<file path="config.mk">
export PLATFORM = sky130hd
export DESIGN_NAME = regfile_wb_arbiter
export DESIGN_NICKNAME = d
export VERILOG_FILES = /design/src/rtl/regfile_wb_arbiter.sv
export SDC_FILE = /design/constraint.sdc
export NUM_CORES = 1
export LEC_CHECK = 0
export ABC_AREA = 1
export CAP_MARGIN = 5
export CORE_MARGIN = 4
export CORE_UTILIZATION = 30
export DETAILED_ROUTE_END_ITERATION = 10
export DONT_BUFFER_PORTS = 1
export GPL_TIMING_DRIVEN = 0
export SKIP_CTS_REPAIR_TIMING = 1
export SLEW_MARGIN = 0
export SYNTH_ARGS = -nofsm -noshare
export SYNTH_HDL_FRONTEND = slang
export SYNTH_SLANG_ARGS = --single-unit
</file>
<file path="constraint.sdc">
create_clock -name clk -period 3.81 [get_ports clk]
set_clock_uncertainty 0.1 [all_clocks]
set_input_delay 1.143 -clock clk [delete_from_list [all_inputs] [get_ports clk]]
set_output_delay 1.143 -clock clk [all_outputs]
set_load 0.02 [all_outputs]
</file>
<file path="src/rtl/regfile_wb_arbiter.sv">
// Round-robin arbiter sharing the register-file write port between ALU and load
// writeback, with a per-register pending-write scoreboard and contention counter.
module regfile_wb_arbiter #(
  parameter int XLEN = 32,
  parameter int NREG = 32,
  parameter int AW   = 5,
  parameter int CW   = 16
) (
  input  logic            clk,
  input  logic            rst,
  input  logic            alu_valid,
  output logic            alu_ready,
  input  logic [AW-1:0]   alu_rd,
  input  logic [XLEN-1:0] alu_data,
  input  logic            mem_valid,
  output logic            mem_ready,
  input  logic [AW-1:0]   mem_rd,
  input  logic [XLEN-1:0] mem_data,
  input  logic            alloc_valid,
  input  logic [AW-1:0]   alloc_rd,
  output logic [NREG-1:0] busy,
  output logic            rf_we,
  output logic [AW-1:0]   rf_a3,
  output logic [XLEN-1:0] rf_wd,
  output logic [CW-1:0]   contention_cnt
);

  typedef enum logic {PRIO_ALU = 1'b0, PRIO_MEM = 1'b1} prio_t;

  prio_t           prio_reg;
  logic            rf_we_reg;
  logic [AW-1:0]   rf_a3_reg;
  logic [XLEN-1:0] rf_wd_reg;
  logic [NREG-1:0] busy_reg;
  logic [NREG-1:0] busy_next;
  logic [CW-1:0]   cnt_reg;

  logic            grant_alu;
  logic            grant_mem;
  logic            xfer;
  logic [AW-1:0]   xfer_rd;
  logic [XLEN-1:0] xfer_data;

  assign grant_alu = alu_valid && (!mem_valid || prio_reg == PRIO_ALU);
  assign grant_mem = mem_valid && (!alu_valid || prio_reg == PRIO_MEM);
  assign xfer      = grant_alu || grant_mem;
  assign xfer_rd   = grant_alu ? alu_rd : mem_rd;
  assign xfer_data = grant_alu ? alu_data : mem_data;

  assign alu_ready      = grant_alu;
  assign mem_ready      = grant_mem;
  assign rf_we          = rf_we_reg;
  assign rf_a3          = rf_a3_reg;
  assign rf_wd          = rf_wd_reg;
  assign busy           = busy_reg;
  assign contention_cnt = cnt_reg;

  // A new reservation beats a same-edge clear: the reservation is the younger event.
  genvar gi;
  generate
    for (gi = 0; gi < NREG; gi++) begin : g_busy
      if (gi == 0) begin : g_zero
        assign busy_next[gi] = 1'b0;
      end else begin : g_reg
        assign busy_next[gi] = (alloc_valid && alloc_rd == AW'(gi)) ||
                               (busy_reg[gi] && !(xfer && xfer_rd == AW'(gi)));
      end
    end
  endgenerate

  always_ff @(posedge clk or posedge rst) begin
    if (rst) begin
      prio_reg  <= PRIO_ALU;
      rf_we_reg <= 1'b0;
      rf_a3_reg <= '0;
      rf_wd_reg <= '0;
      busy_reg  <= '0;
      cnt_reg   <= '0;
    end else begin
      busy_reg  <= busy_next;
      rf_we_reg <= xfer && (xfer_rd != '0);
      if (xfer) begin
        rf_a3_reg <= xfer_rd;
        rf_wd_reg <= xfer_data;
        prio_reg  <= grant_alu ? PRIO_MEM : PRIO_ALU;
      end
      if (alu_valid && mem_valid && cnt_reg != {CW{1'b1}})
        cnt_reg <= cnt_reg + 1'b1;
    end
  end

endmodule

</file>
==> out/results.tsv <==
stage	metric	value	unit
run_status	run status	completed	
detailed_routing	Routed WL	13.14	mm
finish	most common cell after layout, fill and taps aside	nand2_1	
detailed_routing	Vias/cell	4.819	
grt	gr ovfl total	0	
finish	Largest register FFs	32	
finish	share of cells above drive strength 1	10.33	%
power_and_ir_drop	Tot Pwr	2.623	mW
synthesis	Post-Synthesis Cell Area	4457	um2
power_and_ir_drop	pwr/cell area	524.5	nW/um2
detailed_routing	antenna-violating nets left	0	
clocking	Num Clock Sinks	86	
finish	most frequent cells in the layout	222 x nand2_1, 86 x dfrtp_1, 66 x nor2_1	
setup_path	WP depth	2	
setup_path	Worst Reg2Reg Path Length in Cells	11	
detailed_routing	wire per inst	16.55	um
setup_path	crit-path max FO	10	
placement	Placer Congestion	0.7954	
synthesis	average size of a mapped cell	7.516	um2
setup_path	R2R setup slack	1840	ps
timing	Fmax	311.0	MHz
setup_path	CP startpoint kind	input port	
detailed_routing	Starting DRT DRC Count	354	
floorplan	Core Rows	44	
setup_path	crit path from	alu_valid	
clocking	clock buffer depth	2	
synthesis	Post-synth EDFFs	0	
synthesis	#FFs+latches synth	86	
clocking	clock latency on the worst-skew pair	350	ps
detailed_routing	First-pass DRT Iterations	4	
setup_path	Worst Setup EP	mem_ready	
synthesis	count of mapped cells out of synthesis	593	
grt	initial antenna violation count	0	
timing	max-slew violation count	0	
setup_path	slowest cell delay on critical path	660	ps
finish	Finished Cell Area	5002	um2
placement	Area after DPL	4717	um2
finish	fillers	1573	
floorplan	Core Area	14530	um2
grt	vias in the first global route	3625	
power_and_ir_drop	Worst VDD drop	281.0	uV
synthesis	number of distinct library cells after synthesis	26	
power_and_ir_drop	static leakage	2.294	nW
setup_path	WS Path Type	input port to primary output	
timing	fin crit share	84.40	%
min_path	worst hold path class	flip-flop to flip-flop	
setup_path	worst path buffer plus inverter count	1	
placement	HPWL Detailed	9.822	mm
finish	area growth from synthesis to layout	12.24	%
timing	Slew @ Worst Pin	801.0	ps
setup_path	CP arrival	1970	ps
clocking	clock root buffer	clkbuf_16	
synthesis	ranking of synthesized cells by area	dfrtp_1 48%, nand2_1 19%, nor2_1 5.6%	
synthesis	Top FF cell, synth	dfrtp_1	
timing	Hold Vio Cnt, Final	0	
timing	worst rel slew slack	46.03	%
setup_path	worst r2r src	contention_cnt[0]	
floorplan	Die Width	129.9	um
detailed_routing	DRC errors left	0	
setup_path	Worst Path Required	2570	ps
floorplan	die area	16870	um2
timing	RSZ-0062 raised after global routing	false	
finish	Antenna diodes	0	
synthesis	Syn. warnings	0	
setup_path	CP top delay family	compound AO/OA/AOI/OAI gates	
synthesis	cell taking the most area after synthesis	dfrtp_1	
grt	All-Layer GR Usage	15.55	%
placement	IO buf count	0	
clocking	CTS Buf Count	9	
finish	Final nets	690	
synthesis	Async SR Flop Fraction	100.0	%
clocking	htree depth	3	
setup_path	CP Cell Sequence	buf_2, o21ai_0	
run	maxcap violations	0	
floorplan	Top Ports	172	
synthesis	Synth top area share	48.29	%
floorplan	Initial Utilization	30.66	%
floorplan	Die Ht	129.9	um
clocking	TritonCTS clock tree	yes	
synthesis	Mapped Nets	678	
timing	# setup viols final	0	
setup_path	CP max-delay cell	o21ai_0	
synthesis	fraction of the yosys area taken by sequential cells	48.29	%
detailed_routing	via count	3826	
setup_path	Worst R2R End	contention_cnt[13]	
setup_path	Crit. End Element	primary output	
grt	largest net degree at the start of global routing	48	
timing	Final Critical Period	3216	ps
clocking	Clk pin slew, worst setup/hold paths	60	ps
grt	global-route wire length before repair	20.20	mm
==> through the flow <==
stage / utilization, % / hold slack, ps / cells / setup TNS [ps] / worst slack (ps)
after global placement: 32.25 / 386.2 / 777 / -69500 / -814.3
after global routing: 34.42 / 454.7 / 794 / 0 / 540.6
final: 34.42 / 402.3 / 794 / 0 / 594.2
after detailed placement: 32.46 / 386.2 / 778 / 0 / 561.6
after CTS: 34.42 / 404.1 / 794 / 0 / 566.5
after floorplan: - / 370.3 / 593 / 0 / 345.2
==> layer usage <==
layer | share of wire (%) | track usage, %
met1 | 42 | 18.92
met5 | 0 | 0
met3 | 8.7 | 5.935
met4 | 1.6 | 5.012
met2 | 48 | 25.51
==> layout make-up <==
cell class	instances	area [um2]	share of cell area, %
clock buffers	10	239.0	4.777
clock inverters	6	46.29	0.9255
plain buffers	24	142.6	2.851
inverters	30	115.1	2.301
well taps	184	230.2	4.602
flip-flops and latches	86	2152	43.02
multi-input cells	453	2049	40.97
repair buffers	1	27.53	0.5503
==> where the power goes <==
group / internal (mW) / switching [mW]
sequential: 1.06 / 0.345
clock: 0.463 / 0.381
combinational: 0.129 / 0.241
==> synth_stat cells, types with 2 or more instances <==
master,count
nand3_1,46
nand2_1,222
nor2_1,66
dfrtp_1,86
or2_2,2
nand4_1,6
buf_2,5
a21oi_1,2
nor2_4,11
inv_1,24
inv_2,6
o21ai_0,43
nand3b_1,3
clkbuf_1,10
buf_6,5
o21ai_1,29
buf_4,2
xnor2_1,7
nand2_2,11
==> worst min path at each step <==
| stage | cells after the start | startpoint | endpoint |
|---|---|---|---|
| floorplan | 2 | prio_reg | prio_reg |
| global placement | 2 | prio_reg | prio_reg |
| detailed placement | 2 | prio_reg | prio_reg |
| CTS | 2 | prio_reg | prio_reg |
| global route | 2 | prio_reg | prio_reg |
| finish | 2 | prio_reg | prio_reg |
==> logic make-up after synthesis <==
group | count (synthesis) | synth area share, %
adder cells (fa/ha/maj) | 1 | 0.2807
AND/OR/NAND/NOR | 369 | 35.74
AO/OA/AOI/OAI | 74 | 8.310
XOR/XNOR | 8 | 1.572
other | 1 | 0.08414
flip-flops | 86 | 48.29
buffers and inverters | 54 | 5.727
Note: power is estimated with default switching activity, not from simulation.
